$ cat src/rtl/slave_port_if.sv
// Serial bus link between a bus master/decoder and one slave port.
interface slave_port_if;
  logic swdata;
  logic smode;
  logic mvalid;
  logic srdata;
  logic svalid;
  logic sready;
  logic ssplit;

  modport master (output swdata, output smode, output mvalid,
                  input srdata, input svalid, input sready, input ssplit);
  modport slave  (input swdata, input smode, input mvalid,
                  output srdata, output svalid, output sready, output ssplit);
endinterface

$ cat src/rtl/slave_port.sv
// Serial bus slave port: deserialises address/write data, issues memory requests, serialises read data.
// Define SLAVE_PORT_SPLIT_EN to let long memory reads raise a split request to the arbiter.
module slave_port #(
  parameter int unsigned ADDR_WIDTH      = 12,
  parameter int unsigned DATA_WIDTH      = 8,
  parameter int unsigned SPLIT_THRESHOLD = 4
) (
  input  logic                  clk,
  input  logic                  rstn,
  slave_port_if.slave           bus,
  output logic [ADDR_WIDTH-1:0] maddr,
  output logic [DATA_WIDTH-1:0] mwdata,
  output logic                  mwen,
  output logic                  mren,
  input  logic [DATA_WIDTH-1:0] mrdata,
  input  logic                  mrvalid
);

  localparam int unsigned MAXW = (ADDR_WIDTH > DATA_WIDTH) ? ADDR_WIDTH : DATA_WIDTH;
  localparam int unsigned CW   = $clog2(MAXW);
  localparam int unsigned AIW  = $clog2(ADDR_WIDTH);
  localparam int unsigned DIW  = $clog2(DATA_WIDTH);
  localparam int unsigned WW   = $clog2(SPLIT_THRESHOLD + 2);

  localparam logic [2:0] IDLE   = 3'd0;
  localparam logic [2:0] ADDR   = 3'd1;
  localparam logic [2:0] WDATA  = 3'd2;
  localparam logic [2:0] MWRITE = 3'd3;
  localparam logic [2:0] MREAD  = 3'd4;
  localparam logic [2:0] SPLIT  = 3'd5;
  localparam logic [2:0] RDATA  = 3'd6;

  logic [2:0]            state_q, state_n;
  logic [CW-1:0]         cnt_q, cnt_n;
  logic [WW-1:0]         wait_q, wait_n;
  logic [ADDR_WIDTH-1:0] addr_q, addr_n;
  logic [DATA_WIDTH-1:0] wdata_q, wdata_n;
  logic [DATA_WIDTH-1:0] rdata_q, rdata_n;
  logic                  mwen_n, mren_n, svalid_n, srdata_n, sready_n, ssplit_n;

  assign maddr  = addr_q;
  assign mwdata = wdata_q;

  // Next-state and datapath decode
  always_comb begin
    state_n = state_q;
    cnt_n   = cnt_q;
    wait_n  = wait_q;
    addr_n  = addr_q;
    wdata_n = wdata_q;
    rdata_n = rdata_q;

    case (state_q)
      IDLE: begin
        if (bus.mvalid) begin
          addr_n[0] = bus.swdata;
          cnt_n     = CW'(1);
          state_n   = ADDR;
        end
      end
      ADDR: begin
        if (bus.mvalid) begin
          addr_n[cnt_q[AIW-1:0]] = bus.swdata;
          if (cnt_q == CW'(ADDR_WIDTH - 1)) begin
            cnt_n   = '0;
            wait_n  = '0;
            state_n = bus.smode ? WDATA : MREAD;
          end else begin
            cnt_n = cnt_q + CW'(1);
          end
        end
      end
      WDATA: begin
        if (bus.mvalid) begin
          wdata_n[cnt_q[DIW-1:0]] = bus.swdata;
          if (cnt_q == CW'(DATA_WIDTH - 1)) begin
            cnt_n   = '0;
            state_n = MWRITE;
          end else begin
            cnt_n = cnt_q + CW'(1);
          end
        end
      end
      MWRITE: state_n = IDLE;
      MREAD: begin
        // Saturate so an unbounded wait cannot wrap back through the threshold
        if (wait_q != WW'(SPLIT_THRESHOLD)) wait_n = wait_q + WW'(1);
        if (mrvalid) begin
          rdata_n = mrdata;
          cnt_n   = '0;
          state_n = RDATA;
        end
`ifdef SLAVE_PORT_SPLIT_EN
        else if (wait_q == WW'(SPLIT_THRESHOLD)) begin
          state_n = SPLIT;
        end
`endif
      end
      SPLIT: begin
        if (mrvalid) begin
          rdata_n = mrdata;
          cnt_n   = '0;
          state_n = RDATA;
        end
      end
      RDATA: begin
        if (cnt_q == CW'(DATA_WIDTH - 1)) begin
          cnt_n   = '0;
          state_n = IDLE;
        end else begin
          cnt_n = cnt_q + CW'(1);
        end
      end
      default: state_n = IDLE;
    endcase
  end

  // Outputs are registered copies of what the next state decodes to
  always_comb begin
    mwen_n   = (state_n == MWRITE);
    mren_n   = (state_n == MREAD) && (state_q != MREAD);
    svalid_n = (state_n == RDATA);
    srdata_n = (state_n == RDATA) ? rdata_n[cnt_n[DIW-1:0]] : 1'b0;
    sready_n = (state_n == IDLE);
`ifdef SLAVE_PORT_SPLIT_EN
    ssplit_n = (state_n == SPLIT);
`else
    ssplit_n = 1'b0;
`endif
  end

  always_ff @(posedge clk) begin
    if (!rstn) begin
      state_q    <= IDLE;
      cnt_q      <= '0;
      wait_q     <= '0;
      addr_q     <= '0;
      wdata_q    <= '0;
      rdata_q    <= '0;
      mwen       <= 1'b0;
      mren       <= 1'b0;
      bus.svalid <= 1'b0;
      bus.srdata <= 1'b0;
      bus.sready <= 1'b1;
      bus.ssplit <= 1'b0;
    end else begin
      state_q    <= state_n;
      cnt_q      <= cnt_n;
      wait_q     <= wait_n;
      addr_q     <= addr_n;
      wdata_q    <= wdata_n;
      rdata_q    <= rdata_n;
      mwen       <= mwen_n;
      mren       <= mren_n;
      bus.svalid <= svalid_n;
      bus.srdata <= srdata_n;
      bus.sready <= sready_n;
      bus.ssplit <= ssplit_n;
    end
  end

endmodule

$ cat src/flat_wrapper.sv
// flat-port wrapper written by rule: the top's interface ports become plain ports
module slave_port_flat 
#(
  parameter int unsigned ADDR_WIDTH      = 12,
  parameter int unsigned DATA_WIDTH      = 8,
  parameter int unsigned SPLIT_THRESHOLD = 4
)
  (clk, rstn, maddr, mwdata, mwen, mren, mrdata, mrvalid, bus_swdata, bus_smode, bus_mvalid, bus_srdata, bus_svalid, bus_sready, bus_ssplit);
  slave_port_if bus_i ();
  input  logic clk;
  input  logic rstn;
  output logic [ADDR_WIDTH-1:0] maddr;
  output logic [DATA_WIDTH-1:0] mwdata;
  output logic mwen;
  output logic mren;
  input  logic [DATA_WIDTH-1:0] mrdata;
  input  logic mrvalid;
  input wire logic [$bits(bus_i.swdata)-1:0] bus_swdata;
  input wire logic [$bits(bus_i.smode)-1:0] bus_smode;
  input wire logic [$bits(bus_i.mvalid)-1:0] bus_mvalid;
  output wire logic [$bits(bus_i.srdata)-1:0] bus_srdata;
  output wire logic [$bits(bus_i.svalid)-1:0] bus_svalid;
  output wire logic [$bits(bus_i.sready)-1:0] bus_sready;
  output wire logic [$bits(bus_i.ssplit)-1:0] bus_ssplit;
  assign bus_i.swdata = bus_swdata;
  assign bus_i.smode = bus_smode;
  assign bus_i.mvalid = bus_mvalid;
  assign bus_srdata = bus_i.srdata;
  assign bus_svalid = bus_i.svalid;
  assign bus_sready = bus_i.sready;
  assign bus_ssplit = bus_i.ssplit;
  slave_port #(.ADDR_WIDTH(ADDR_WIDTH), .DATA_WIDTH(DATA_WIDTH), .SPLIT_THRESHOLD(SPLIT_THRESHOLD)) u_core (.clk(clk), .rstn(rstn), .bus(bus_i), .maddr(maddr), .mwdata(mwdata), .mwen(mwen), .mren(mren), .mrdata(mrdata), .mrvalid(mrvalid));
endmodule
$ cat config.mk
export PLATFORM = sky130hd
export DESIGN_NAME = slave_port_flat
export DESIGN_NICKNAME = d
export VERILOG_FILES = /design/src/rtl/slave_port_if.sv /design/src/rtl/slave_port.sv /design/src/flat_wrapper.sv
export SDC_FILE = /design/constraint.sdc
export NUM_CORES = 1
export LEC_CHECK = 0
export ABC_CLOCK_PERIOD_IN_PS = 5600
export BUFFER_PORTS_ARGS = -buffer_cell sky130_fd_sc_hd__buf_2
export CELL_PAD_IN_SITES_DETAIL_PLACEMENT = 1
export CELL_PAD_IN_SITES_GLOBAL_PLACEMENT = 1
export CORE_MARGIN = 4
export CORE_UTILIZATION = 43
export DETAILED_ROUTE_END_ITERATION = 8
export PLACE_DENSITY = 0.83
export SYNTH_ARGS = -nofsm -noshare
export SYNTH_HDL_FRONTEND = slang
export SYNTH_SLANG_ARGS = --single-unit
$ cat constraint.sdc
create_clock -name clk -period 5.6 [get_ports clk]
set_clock_uncertainty 0.15 [all_clocks]
set_input_delay 1.12 -clock clk [delete_from_list [all_inputs] [get_ports clk]]
set_output_delay 1.12 -clock clk [all_outputs]
set_load 0.02 [all_outputs]
Word-level counts from Yosys, hierarchy flattened. Cells that the tools add are included.

Register bits: 40. Output and inout bits: 26. Logic and storage cells: 75.

Add/subtract/negate cells: 1. $lt $le $gt $ge: 5. Eq/ne operators: 15. Muxes and demuxes: 29. Reductions and logical operators: 13.

Operators with widths (number): two-way mux 3 bit (8); two-way mux 4 bit (6); case mux 4 bit (5 select lines) (1); two-way mux 8 bit (2); equality test 3 bit, second input constant (5); case mux 3 bit (5 select lines) (1); bitwise mux 12 bit (1); bitwise mux 8 bit (1); less-than comparator 3 x 4 -> 1 bit, second input constant (2); equality test 3 x 2 -> 1 bit, second input constant (2); zero test 3 bit (2); != test 2 bit, second input constant (3); AND reduction 2 bit (3); less-than comparator 4 x 5 -> 1 bit, second input constant (1); two-way mux 1 bit (5); AND reduction 5 bit (1); nonzero test 5 bit (1); adder 4 x 1 -> 4 bit, second input constant (1); demux 1 bit (select 4 bit) (1); equality test 4 x 3 -> 1 bit, second input constant (1); equality test 4 bit, second input constant (1); >= comparator 4 x 1 -> 1 bit, second input constant (1); binary-select mux 1 bit (select 3 bit) (1); demux 1 bit (select 3 bit) (1); other kinds (9) (11).

Longest topological paths before layout.
Depth after elaboration: 7. Mapped depth: 8. Depth with buffers taken out: 7.

Worst setup path after synthesis. OpenSTA, ideal clock, no wires.

Kind: input -> register. Start: input port bus_mvalid. End: register u_core.bus.srdata. Arrival: 2.357 ns. Required time: 5.384 ns. Path slack: 3.027 ns. Stages: 6. Path buffers: 0. Cell sequence: or3b_1 -> a21o_1 -> o211ai_4 -> mux2i_1 -> a311o_1 -> a21boi_2.

Word-level cells in the longest chain between the ends: 4. Elaborated cells on any way between the ends: 12.

RTL lines: start, declared (line flat_wrapper.sv:20) `input wire logic [$bits(bus_i.mvalid)-1:0] bus_mvalid;`; two-way mux 4 bit (tied with other cells) (line slave_port.sv:74) `if (bus.mvalid) begin`; case mux 4 bit (5 select lines) or case mux 3 bit (5 select lines) (tied branches) (line slave_port.sv:53) `case (state_q)`; binary-select mux 1 bit (select 3 bit) or equality test 3 bit (tied branches) (line slave_port.sv:123) `srdata_n = (state_n == RDATA) ? rdata_n[cnt_n[DIW-1:0]] : 1'b0;`; two-way mux 1 bit (implied by the code) or AND reduction 2 bit (tied branches); end signal, assigned (line slave_port.sv:156) `bus.srdata <= srdata_n;`; end, declared (line slave_port_if.sv:14) `output srdata, output svalid, output sready, output ssplit);`.

Parallel ways exist; a longest one is shown, timed or not. The select of a mux whose other input is x is not followed. A chain may end at the register's enable or synchronous reset.

Worst setup path in the final report.
Start: input port rstn. End: register u_core.mwen.

RTL lines: start, declared (line flat_wrapper.sv:11) `input logic rstn;`; end signal, assigned (line slave_port.sv:153) `mwen <= mwen_n;`; end, declared (line slave_port.sv:13) `output logic mwen,`.

No word-level cell between the ends.

==> flow_summary.toml <==
[finish]
nNetsFinal = 287
regArea_um2 = 800.8
areaGrowthSynthToFinish_pct = 14.14
multiInputGateArea_mm2 = 0.001097
diodes = 0
drive_above_1_share_pct = 21.11
nFillCells = 561

[clocking]
post_cts_buffers = 0
clkTransAtPathRegs_ns = 0.07
htreeDepth = 2
worst_skew_pair.late_latency_ns = 0.29
clock_sinks = 40
numCtsBuffers = 5
cts-root-buf = "clkbuf_8"
ctsHoldBuffers = 0
tritoncts = "yes"
cts.path.max_buffers = 2
cts_resized = 0

[yosys]
synthFlopType = "dfxtp_1"
ys_seq_elements = 40
synthTopCellsByArea = "dfxtp_1, nand2_1, mux2i_1, a21oi_1, nor2_1"
synth_top_family_by_area = "simple AND/OR/NAND/NOR gates"
async_reset_ff_share_pct = 0
seq_area_frac_synth_pct = 39.70
synthCells = 242
netlist_top_cells_count = "dfxtp_1, nand2_1, nor2_1, a21oi_1"
synth_area_per_cell_um2 = 8.334
synthXorXnorAreaFrac_pct = 0
synthesis.area_mm2 = 0.002017
synthAdderAreaFrac_pct = 2.481
yosysWarnings = 0
ys_types = 52
synthMuxAreaShare_pct = 5.955
synth_compound_area_share_pct = 18.24
synth_top_area_share_pct = 39.70
synth_nets = 260
synth_top_area_cell = "dfxtp_1"
synthSimpleGateAreaFrac_pct = 27.54
synth-edff-count = 0

[floorplanning]
initial_core_util_pct = 45.38
dieHeight_um = 76.49
ioPinCount = 40
design.core.area_mm2 = 0.004444
fp.dieArea_mm2 = 0.005850
die_w_um = 76.49
fp-row-count = 24

[route]
ant_nets = 0
dr.pass1.iters = 4
post_drt_wl_per_cell_um = 14.50
drt_first_iter_violations = 122
via_count = 1747
drc_errors = 0
routed_wl_um = 4670
via_per_inst = 5.425

[setup_path]
worstPathRequired_ns = 5.60
cp_max_fo = 34
critPathLaunchType = "input port"
cp-end-kind = "flop"
crit_type = "in2reg"
critPathArrivalTime_ns = 2.62

[placed_design]
gp_congestion = 0.7583
portBuffers = 38
hpwl_um = 3319

[pwr]
power_density_mw_per_mm2 = 258.1
irDropWorstVdd_v = 0.0001547
power_leakage_nw = 0.9320
power_w = 0.0005942

[sta]
rsz0062_at_grt = "false"
slew_violations = 0
tns_ns = 0
fmaxAchievable_mhz = 381.3
post-route-min-period_ns = 2.623
post-route-period-util_pct = 46.84
finalSetupViolations = 0
hold_violations = 0
hold_slack_ns = 0.3061
worst_slew_pin_slew_ns = 0.9491
slew_headroom_pct = 36.33

[run_status]
outcome = "finished clean"

[global_route]
grt_usage_pct = 16.75
grt_max_degree = 35
antenna_found_initial = 0
first_global_vias = 1709
grt_remaining_overflow = 0
grt_first_pass_wirelength_um = 8135

[worst_hold_path]
hold_class = "reg2reg"

[run]
max-cap-violations = 0
[final cells by class]
| class | count | area share, % |
|---|---|---|
| Clock buffer | 7 | 4.185 |
| Multi-Input combinational cell | 178 | 47.66 |
| Inverter | 6 | 0.9783 |
| Sequential cell | 40 | 34.78 |
| Timing Repair Buffer | 38 | 8.261 |
| Tap cell | 52 | 2.826 |
| Clock inverter | 1 | 1.304 |
[state kept, by name, indices dropped and copies added (netlist names), 3 cells and up]
signal          cells
u_core.cnt_q        4
u_core.state_q      3
u_core.rdata_q      8
u_core.maddr       12
u_core.mwdata       8
[critical path, cell delays in order]
cell and delay, ns:
buf_2 0.11, clkinv_1 0.73, a2111oi_0 0.66
[logic make-up after synthesis]
group	after synthesis
and+or+nand+nor	111
AOI/OAI and AO/OA	50
DFF	40
buffers and inverters	24
muxes	12
adders and majority gates	4
other	1
[per-layer routing]
metal / global-route usage, % / up-vias / share of wire [%]
li1: - / 890 / -
met1: 21.62 / 822 / 47
met2: 27.42 / 30 / 47
met3: 4.019 / 5 / 4.0
met4: 5.435 / 0 / 1.4
met5: 0 / - / 0
[metrics by stage]
stage / cell area (um2) / setup WS [ns] / util (%) / cells
3_3_place_gp: 2176 / 2.732 / 48.96 / 314
3_5_place_dp: 2176 / 2.581 / 48.96 / 314
6_report: 2302 / 2.977 / 51.80 / 322
2_1_floorplan: 2017 / 3.027 / - / 242
4_1_cts: 2302 / 2.893 / 51.80 / 322
5_1_grt: 2302 / 2.739 / 51.80 / 322
[cells in the final DEF, fill, tap and decap left out, types with 2 or more instances in the layout]
| master | netlist | final |
|---|---|---|
| o2111a_1 | 2 | 2 |
| and2_1 | 5 | 5 |
| nand2b_1 | 6 | 6 |
| or2_2 | 2 | 2 |
| ha_1 | 4 | 4 |
| nand2_1 | 40 | 40 |
| a21oi_1 | 21 | 21 |
| o2111ai_1 | 3 | 3 |
| nand3b_1 | 2 | 2 |
| nand3_1 | 10 | 10 |
| nor3b_1 | 4 | 4 |
| inv_1 | 5 | 5 |
| nor2_1 | 23 | 23 |
| a211oi_1 | 3 | 3 |
| a2111oi_0 | 2 | 2 |
| clkbuf_8 | 0 | 7 |
| nor3_1 | 5 | 5 |
| mux2i_1 | 12 | 12 |
| a2bb2oi_1 | 2 | 2 |
| dfxtp_1 | 40 | 40 |
| o21ai_0 | 5 | 5 |
| buf_2 | 2 | 38 |
[where the power goes]
group	switching, W	internal (W)
combinational	0.0000283	0.0000170
clock	0.0000987	0.000157
sequential	0.00000583	0.000287
[path summary, 6_finish.rpt]
| path | cells past startpoint | slack (ns) | startpoint | end |
|---|---|---|---|---|
| setup / recovery | 3 | 2.98 | rstn | u_core.mwen |
| hold / removal | 2 | 0.31 | u_core.maddr[6] | u_core.maddr[6] |
| setup reg to reg | 5 | 3.05 | u_core.cnt_q[0] | u_core.cnt_q[3] |
| hold reg to reg | 2 | 0.31 | u_core.maddr[6] | u_core.maddr[6] |
Note: power is estimated with default switching activity, not from simulation.
